`config.mk`:
```
export PLATFORM = sky130hd
export DESIGN_NAME = baby_store_loader
export DESIGN_NICKNAME = d
export VERILOG_FILES = /design/src/rtl/baby_pkg.sv /design/src/rtl/loader_cmp_stage.sv /design/src/rtl/baby_store_loader.sv
export SDC_FILE = /design/constraint.sdc
export NUM_CORES = 1
export LEC_CHECK = 0
export CAP_MARGIN = 20
export CELL_PAD_IN_SITES_DETAIL_PLACEMENT = 0
export CELL_PAD_IN_SITES_GLOBAL_PLACEMENT = 1
export CORE_AREA = 3 3 432 434
export CTS_CLUSTER_SIZE = 10
export DETAILED_ROUTE_END_ITERATION = 8
export DIE_AREA = 0 0 435 437
export GPL_TIMING_DRIVEN = 1
export PLACE_DENSITY = 0.35
export RECOVER_POWER = 100
export SYNTH_ARGS = -nofsm -noshare
export SYNTH_HDL_FRONTEND = slang
export SYNTH_SLANG_ARGS = --single-unit
```
`constraint.sdc`:
```
create_clock -name clk_i -period 4.6 [get_ports clk_i]
set_input_delay 0.92 -clock clk_i [delete_from_list [all_inputs] [get_ports clk_i]]
set_output_delay 0.92 -clock clk_i [all_outputs]
set_load 0.01 [all_outputs]
```
`src/rtl/baby_pkg.sv`:
```
// Shared types for the Baby main-store loader: word/address types and loader FSM states.
package baby_pkg;
    localparam int WORD_W       = 32;
    localparam int STORE_WORDS  = 32;
    localparam int STORE_ADDR_W = $clog2(STORE_WORDS);

    typedef logic [WORD_W-1:0]       word_t;
    typedef logic [STORE_ADDR_W-1:0] addr_t;

    typedef enum logic [2:0] {
        IDLE,
        WRITE,
        READ,
        DRAIN,
        DONE
    } loader_state_t;
endpackage

```
`src/rtl/loader_cmp_stage.sv`:
```
// One-deep read-back compare pipe: holds the expected word for the read in flight and
// records the address of the first mismatch in a sticky error flag.
module loader_cmp_stage
    import baby_pkg::*;
#(
    parameter int ADDR_W = STORE_ADDR_W
) (
    input  logic              clk_i,
    input  logic              rst_i,
    input  logic              clr_i,
    input  logic              load_i,
    input  logic [ADDR_W-1:0] addr_i,
    input  word_t             exp_i,
    input  word_t             rdata_i,
    output logic              err_o,
    output logic [ADDR_W-1:0] err_addr_o
);
    logic              vld_q;
    logic [ADDR_W-1:0] addr_q;
    word_t             exp_q;
    logic              err_q, err_d;
    logic [ADDR_W-1:0] err_addr_q, err_addr_d;

    // rdata_i is only meaningful in the cycle directly after an accepted read.
    always_comb begin
        err_d      = err_q;
        err_addr_d = err_addr_q;
        if (clr_i) begin
            err_d      = 1'b0;
            err_addr_d = '0;
        end else if (vld_q && (rdata_i != exp_q) && !err_q) begin
            err_d      = 1'b1;
            err_addr_d = addr_q;
        end
    end

    always_ff @(posedge clk_i) begin
        if (rst_i) begin
            vld_q      <= 1'b0;
            addr_q     <= '0;
            exp_q      <= '0;
            err_q      <= 1'b0;
            err_addr_q <= '0;
        end else begin
            vld_q      <= load_i;
            err_q      <= err_d;
            err_addr_q <= err_addr_d;
            if (load_i) begin
                addr_q <= addr_i;
                exp_q  <= exp_i;
            end
        end
    end

    assign err_o      = err_q;
    assign err_addr_o = err_addr_q;
endmodule

```
`src/rtl/baby_store_loader.sv`:
```
// Copies a static program image into the Baby main store, optionally reads it back to
// verify, and keeps the CPU halted until the operation completes.
module baby_store_loader
    import baby_pkg::*;
#(
    parameter int WORDS  = STORE_WORDS,
    parameter int ADDR_W = STORE_ADDR_W,
    parameter int VERIFY = 1
) (
    input  logic                      clk_i,
    input  logic                      rst_i,
    input  logic                      load_req_i,
    input  logic [0:WORDS-1][31:0]    prog_image_i,
    output logic [ADDR_W-1:0]         store_addr_o,
    output logic [31:0]               store_wdata_o,
    output logic                      store_we_o,
    output logic                      store_re_o,
    input  logic                      store_ready_i,
    input  logic [31:0]               store_rdata_i,
    output logic                      cpu_halt_o,
    output logic                      busy_o,
    output logic                      done_o,
    output logic                      verify_err_o,
    output logic [ADDR_W-1:0]         err_addr_o
);
    localparam logic [ADDR_W-1:0] LAST = ADDR_W'(WORDS - 1);

    loader_state_t     state_q, state_d;
    logic [ADDR_W-1:0] addr_q, addr_d;
    logic              start, rd_acc;
    word_t             img_word;

    assign img_word = prog_image_i[addr_q];

    always_comb begin
        state_d       = state_q;
        addr_d        = addr_q;
        start         = 1'b0;
        rd_acc        = 1'b0;
        store_we_o    = 1'b0;
        store_re_o    = 1'b0;
        store_addr_o  = '0;
        store_wdata_o = '0;
        unique case (state_q)
            IDLE: begin
                if (load_req_i) begin
                    start   = 1'b1;
                    addr_d  = '0;
                    state_d = WRITE;
                end
            end
            WRITE: begin
                store_we_o    = 1'b1;
                store_addr_o  = addr_q;
                store_wdata_o = img_word;
                if (store_ready_i) begin
                    if (addr_q == LAST) begin
                        addr_d  = '0;
                        state_d = (VERIFY != 0) ? READ : DONE;
                    end else begin
                        addr_d = addr_q + 1'b1;
                    end
                end
            end
            READ: begin
                store_re_o   = 1'b1;
                store_addr_o = addr_q;
                if (store_ready_i) begin
                    rd_acc = 1'b1;
                    if (addr_q == LAST) begin
                        addr_d  = '0;
                        state_d = DRAIN;
                    end else begin
                        addr_d = addr_q + 1'b1;
                    end
                end
            end
            DRAIN:   state_d = DONE;
            DONE:    state_d = IDLE;
            default: state_d = IDLE;
        endcase
    end

    always_ff @(posedge clk_i) begin
        if (rst_i) begin
            state_q <= IDLE;
            addr_q  <= '0;
        end else begin
            state_q <= state_d;
            addr_q  <= addr_d;
        end
    end

    assign busy_o     = (state_q != IDLE);
    assign cpu_halt_o = (state_q == WRITE) || (state_q == READ) || (state_q == DRAIN);
    assign done_o     = (state_q == DONE);

    loader_cmp_stage #(.ADDR_W(ADDR_W)) u_cmp (
        .clk_i      (clk_i),
        .rst_i      (rst_i),
        .clr_i      (start),
        .load_i     (rd_acc),
        .addr_i     (addr_q),
        .exp_i      (img_word),
        .rdata_i    (store_rdata_i),
        .err_o      (verify_err_o),
        .err_addr_o (err_addr_o)
    );
endmodule

```
* After elaboration in Yosys (flattened, before gate mapping)
Index checks and enable logic that the tools add are counted.
** Operators by class
- Add/sub/neg operators :: 1
- $lt $le $gt $ge :: 1
- Equality and inequality tests :: 12
- Mux-type cells :: 21
- Bitwise logic cells :: 1
- Reduce and logical (&&, ||, !) cells :: 12
** Operator list (number)
- $bmux 32 s5 :: 1
- $mux 32 :: 3
- $ne 32x32->1 :: 1
- $mux 5 :: 4
- $mux 3 :: 5
- $pmux 3 s4 :: 1
- $ne 2x2->1 const B :: 5
- $pmux 5 s2 :: 1
- $eq 3x2->1 const B :: 2
- $ge 6x6->1 const B :: 1
- $mux 1 :: 6
- $not 5->6 :: 1
- $add 5x1->5 const B :: 1
- $eq 5x5->1 const B :: 1
- $reduce_and 5->1 :: 1
- $reduce_or 2->1 :: 2
- $eq 3x1->1 const B :: 1
- $eq 3x3->1 const B :: 1
- $logic_not 3->1 :: 1
- $reduce_and 3->1 :: 1
- $reduce_bool 3->1 :: 1
- $logic_and 1x1->1 :: 2
- $logic_or 1x1->1 :: 2
- $ne 2x1->1 const B :: 1
- other kinds (2) :: 2
** Word-level totals
- Register bits after elaboration :: 52
- Input bits :: 1060
- Output and inout bits :: 48
- Logic and storage cells :: 55

* Logic depth before layout (Yosys ltp)
Gate-level depths: netlist of run 1.
- Word-level depth :: 5
- Depth in mapped cells :: 10
- Mapped depth without buffers :: 7

* Modules after synthesis
From an unflattened synthesis of run 1, not the netlist that was laid out.
** Unflattened totals
- Cells, all modules :: 1352
- Area, all modules :: 11481.0 um^2
** Modules (own cells, without submodules)
- baby_store_loader :: instances 1, cells each 1163, area an instance 9576.7 um^2
- loader_cmp_stage :: instances 1, cells each 189, area an instance 1904.3 um^2

* Worst setup path after synthesis of run 1
No wires, ideal clock.
- Path type :: input-to-output
- Start :: input prog_image_i[778] (netlist name)
- End :: output store_wdata_o[10]
- Arrival time :: 1.959 ns
- Data required time :: 3.680 ns
- Setup slack :: 1.721 ns
- Cell stages on the path :: 5
- Path buffers :: 0
- Cell sequence :: mux4_2 mux2_2 o22a_1 nand2b_1 a21oi_1
** On the way
- Word-level cells in the longest chain between the ends :: 4
** Ends and longest elaborated chain
- start: declaration :: RTL line baby_store_loader.sv:13 : input logic [0:WORDS-1][31:0] prog_image_i,
- $bmux 32 s5 :: RTL line baby_store_loader.sv:33 : assign img_word = prog_image_i[addr_q];
- $mux 32 (implied by the code) (2 in a row) :: RTL line baby_store_loader.sv:33
- $mux 32 :: RTL line baby_store_loader.sv:44 : unique case (state_q)
- end: declaration :: RTL line baby_store_loader.sv:15 : output logic [31:0] store_wdata_o,
No other way between the ends. The select of a mux whose other input is x is not followed.

* Worst setup path in the final report of run 1
- Start :: input prog_image_i[1021] (netlist name)
- End :: output store_wdata_o[29]
The elaborated chain is that of the path after synthesis.

==> impl_metrics.toml, run 1 <==
[layout]
regArea_sq_um = 1060
layout-drive-gt1-share_pct = 21.0
fillers = 20793
fin_nets = 3251
multi_input_area_sq_um = 9770
fin_area_sq_um = 26400
areaGrowthSynthToFinish_pct = 131
final_cells = 4667

[setup_path]
crit_fanout = 2
path_class = "input pin to output pin"
start_kind = "input pin"
slowest_delay_ps = 620
required_ps = 3680
worst_ep_arrival_time_ps = 3580
crit_slowest_cell = "clkdlybuf4s50_1"
cp-end-kind = "output pin"
cpLargestDelayFamily = "buffers and inverters"
path_buf_inv = 4
crit_chain = "clkdlybuf4s50_1 -> mux4_2 -> nand2b_1 -> a22oi_1 -> buf_12 -> nand2b_1 -> a21oi_1 -> buf_4 -> clkdlybuf4s50_1"

[worst_hold_path]
worstHoldPathType = "register to register"

[synthesis]
synth_area_leaders = "mux4_2 (38%), mux2_2 (10%), dfxtp_1 (9.1%)"
yosys.cell_count.top_type = "mux4_2"
async_reset_ff_share_pct = 0
yosysWarnings = 0
synth-main-ff-cell = "dfxtp_1"
synth_top_area_share_pct = 37.8
synth-seq-cells = 52
yosys.area.top_type = "mux4_2"
syn_inst = 1082
syn_area_per_cell_sq_um = 10.6
ys_seq_area_share_pct = 9.10
synth_cell_types = 43
synthesis.area_sq_um = 11400
synth_fp_nets = 2144
synthTopCellsByCount = "mux4_2 (192), nand2_1 (115), mux2_2 (106)"
synth_edf_count = 0

[global_route]
antenna_found_initial = 79
grt_pass1_vias = 16249
grt_pass1_wl_um = 187000
grt_max_degree = 49
grt-ovfl-total = 0
track_usage_pct = 15.0

[run]
maxCapViolCount = 0

[sta]
hold_violations = 0
finalMaxSlewViolations = 0
skew_ps = 8.46
slew-limit-headroom_pct = 23.2
fin_crit_sh_pct = 97.7
finalCriticalPeriod_ps = 4500
tightest_slew_ps = 1150
timing.fmax_mhz = 222
setup_viol = 0
grt_setup_unrepaired = "false"

[die]
boundaryPins = 1108
dieArea_sq_um = 190000
floorplan.rows = 157
die_width_um = 435
die_y_um = 437
start_util_pct = 6.25
core_area_sq_um = 183000

[drt]
drt-total-wl_um = 150000
wire_per_inst_um = 32.2
via_per_inst = 3.22
first_pass_iters = 5
drcViolationCount = 0
drtAntennaViolNets = 0
num_vias = 15051
drt_iter0_markers = 980

[place]
port_buffers = 1107
placed_cells = 4642
gp_congestion = 0.864
hpwl_um = 135000
place_area_sq_um = 26100

[cts]
h-tree-depth = 2
clk_latency_ps = 310
cts_buffers = 5
hold_buffers = 0
cts_tree = "done"
clock-root-buffer = "clkbuf_16"
clk_pin_slew_ps = 80
cts_sinks = 52
cts_buffer_depth = 2

[power_and_ir_drop]
vdd_drop_max_mv = 0.114
leakage_nw = 8.19
power_density_nw_per_um2 = 113
power.total_w = 0.00299

[status]
status = "completed"
## what timing repair did
item                       4_1_cts  5_1_grt
pin swaps                        1        0
buffers inserted                 3        0
setup endpoints to repair        9        1
gates cloned                     1        0
gates resized for setup         11        1
## layout make-up
type | count | area share [%]
antenna | 13 | 0.123
inverter | 2 | 0.0284
tap | 2464 | 11.7
clock buffer | 6 | 0.488
clock inverter | 2 | 0.227
sequential | 52 | 4.00
multi-input combinational | 901 | 37.0
timing repair buffer | 1227 | 46.5
## kinds of logic (layout without fill, tap and decap cells)
logic type                 Yosys count  after routing  share of synthesized area, %
DFF                                 52             52                          9.10
and+or+nand+nor                    264            265                          11.9
muxes                              391            391                          56.4
other                                0             13                             0
adders and majority gates            2              2                         0.219
xor gates and xnor gates            32             32                          2.45
AOI/OAI and AO/OA                  211            211                          13.8
buffers and inverters              130           1237                          6.16
## sequential cells by signal (all words and copies together) (netlist names)
signal and flops:
u_cmp.exp_q 32, u_cmp.err_addr_o 5, addr_q 5, u_cmp.addr_q 5, u_cmp.err_o 1, state_q 3, u_cmp.vld_q 1
## metrics by stage
step | TNS [ps] | util, % | hold WS, ps | setup WS, ps
6_report | 0 | 14.4 | 455 | 105
5_1_grt | 0 | 14.4 | 477 | 6.85
4_1_cts | 0 | 14.4 | 456 | 5.62
3_5_place_dp | -669 | 14.3 | 445 | -478
3_3_place_gp | -690 | 14.3 | 440 | -479
2_1_floorplan | 0 | - | 431 | 1720
## layer usage
layer	wire length [um]	track usage, %	share of wire, %
met1	57800	17.3	39
met2	82000	29.5	55
met3	8900	3.21	5.9
met4	1210	0.800	0.81
met5	129	0	0.086
## worst paths after layout
path,from,endpoint,slack (ps),depth (start not counted)
hold reg to reg,u_cmp.exp_q[28],u_cmp.exp_q[28],460,2
hold / removal,u_cmp.exp_q[28],u_cmp.exp_q[28],460,2
setup / recovery,prog_image_i[1021],store_wdata_o[29],100,9
setup reg to reg,state_q[1],u_cmp.exp_q[6],1010,7
## where the power goes
part	switching, W	internal (W)	leakage (nW)
Clock	0.000201	0.000313	0.0911
Combinational	0.000748	0.00127	7.68
Sequential	0.00000670	0.000449	0.423
Total	0.000955	0.00203	8.19
## tightest hold or removal path: cells and delay by family (launching register included)
family,cells,cell delay (ps)
AND/OR/NAND/NOR,2,90
flip-flops,1,320
## cell usage in the layout (no fill, tap or decap), types with 5 or more instances in the layout
cell,instances
nand4_1,8
clkbuf_16,5
mux4_2,192
clkdlybuf4s50_1,1070
mux2i_1,90
o221ai_1,22
mux2_2,106
buf_4,96
clkbuf_1,7
nand2b_1,76
a221oi_1,39
dfxtp_1,47
diode_2,13
a22oi_1,70
xnor2_1,32
a21oi_1,41
nand3_1,6
nor2b_1,28
nor3_1,5
nor2_1,8
dlygate4sd3_1,24
o22a_1,22
buf_12,28
nand2_1,116
No activity file was read; power rests on OpenSTA's default activity.
==> inputs of run 2 (changes only) <==
Settings changed: CTS_CLUSTER_DIAMETER from default to 50, SKIP_CTS_REPAIR_TIMING from default to 1.
==> run 2 against run 1 <==
Net effect:
- worst setup slack gained 17 ps
- first-iteration DRC count shrank 9.8%
- clock power is essentially flat
- clock-buffer cell count is the same
- via count shrank 0.12%
- sequential cell count is the same
- hold slack gained 1.0 ps
- cell count shrank 0.11%
- critical endpoint is now store_wdata_o[3]
- combinational power is essentially flat
- largest cell class unchanged
- cell area shrank 0.24%
==> impl_metrics.toml, run 2 (synthesized netlist as in run 1, its figures left out) <==
[power_and_ir_drop]
power.total_w = 0.00299
vdd_drop_max_mv = 0.114
combPwrFrac_pct = 67.4
pwr-share-clk_pct = 17.3
p_switching_w = 0.000956
leakage_nw = 8.18
power.internal_w = 0.00203
pwr-share-seq_pct = 15.3
power_density_nw_per_um2 = 113
switching_share_pct = 32.0

[drt]
via_per_inst = 3.22
wire_per_inst_um = 32.2
drtAntennaViolNets = 0
drt-total-wl_um = 150000
drcViolationCount = 0
first_pass_iters = 5
drt_iter0_markers = 884
num_vias = 15033

[sta]
timing.fmax_mhz = 223
tightest_slew_ps = 1150
slew-limit-headroom_pct = 23.1
fin_crit_sh_pct = 97.3
setup_viol = 0
finalCriticalPeriod_ps = 4480
hold_violations = 0
skew_ps = 9.22
hold_ws_ps = 456
fin_ws_ps = 122
finalMaxSlewViolations = 0
grt_setup_unrepaired = "true"

[global_route]
grt_pass1_wl_um = 186000
track_usage_pct = 15.0
antenna_found_initial = 78
grt-ovfl-total = 0
grt_max_degree = 49
grt_pass1_vias = 16195

[setup_path]
worst_ep_arrival_time_ps = 3560
r2r_cells = 7
crit_fanout = 2
slowest_delay_ps = 790
required_ps = 3680
rr_startpoint = "addr_q[1]"
r2r-end = "u_cmp.exp_q[6]"
crit_chain = "dlygate4sd3_1 -> mux4_2 -> nand2b_1 -> a22oi_1 -> nand2_1 -> a21oi_1 -> buf_4 -> clkdlybuf4s50_1"
start_kind = "input pin"
r2r_slack_ps = 890
crit_slowest_cell = "dlygate4sd3_1"
cp-end-kind = "output pin"
path_class = "input pin to output pin"

[layout]
regMostFlops = "u_cmp.exp_q"
layout_common_cells = "clkdlybuf4s50_1 (1072), mux4_2 (192), nand2_1 (116)"
fin_nets = 3248
layout-drive-gt1-share_pct = 20.7
areaGrowthSynthToFinish_pct = 130
final_cells = 4662
largest_reg_flops = 32
layout_commonest_cell = "clkdlybuf4s50_1"
fillers = 20794

[die]
floorplan.rows = 157
boundaryPins = 1108
die_y_um = 437
die_width_um = 435
dieArea_sq_um = 190000
core_area_sq_um = 183000
start_util_pct = 6.25

[place]
gp_congestion = 0.864
placed_cells = 4642
port_buffers = 1107
dp_slack_ps = -478
hpwl_um = 135000

[worst_hold_path]
worstHoldPathCells = 2
hold_start = "u_cmp.exp_q[13]"
worstHoldPathType = "register to register"
hold_end = "u_cmp.exp_q[13]"

[cts]
cts_buffer_depth = 2
cts_tree = "done"
clock-root-buffer = "clkbuf_16"
h-tree-depth = 2
clk_latency_ps = 310
cts_sinks = 52
clk_pin_slew_ps = 80
cts_buffers = 5

[status]
status = "completed"

[run]
maxCapViolCount = 0
run 2: final cells by class:
class                   count  area, sq um  area share (%)
multi-input cells         901         9770            37.1
clock buffers               6          129           0.489
clock inverters             2         60.1           0.228
flip-flops and latches     52         1060            4.01
diodes                     11         27.5           0.104
well taps                2464         3080            11.7
inverters                   2         7.51          0.0285
repair buffers           1224        12200            46.4
run 2: how the worst max path moves through the flow:
stage	from	to	cells past startpoint
2_1_floorplan	prog_image_i[778]	store_wdata_o[10]	5
6_report	prog_image_i[419]	store_wdata_o[3]	8
3_3_place_gp	addr_q[2]	store_wdata_o[6]	9
5_1_grt	addr_q[2]	store_wdata_o[6]	9
4_1_cts	addr_q[2]	store_wdata_o[6]	9
3_5_place_dp	addr_q[2]	store_wdata_o[6]	9
run 2: stage by stage:
| step | setup TNS, ps | instance area [sq um] | util [%] |
|---|---|---|---|
| after detailed placement | -669 | 26100 | 14.3 |
| final | 0 | 26400 | 14.4 |
| after CTS | -1780 | 26300 | 14.4 |
| after floorplan | 0 | 11400 | - |
| after global routing | -48.4 | 26300 | 14.4 |
| after global placement | -690 | 26100 | 14.3 |
run 2: power by group through the flow:
| stage | logic, W | clock network (W) | registers, W |
|---|---|---|---|
| final | 0.00201 | 0.000516 | 0.000456 |
| after global routing | 0.00214 | 0.000549 | 0.000457 |
| after global placement | 0.00207 | 0 | 0.000467 |
| after detailed placement | 0.00207 | 0 | 0.000467 |
| after CTS | 0.00208 | 0.000533 | 0.000456 |
| after floorplan | 0.000602 | 0 | 0.000462 |
run 2: worst max-delay path: cells and delay by family:
kind / cells / cell delay, ps
buf+inv: 3 / 1470
compound gates: 2 / 660
simple gates: 2 / 190
mux: 1 / 310
run 2: metal layers:
metal	track usage [%]	wire, um	up-vias
met5	0	116	-
met4	0.833	1130	20
met3	2.94	8070	121
met2	29.3	82100	635
met1	17.4	58600	7636
li1	-	-	6621
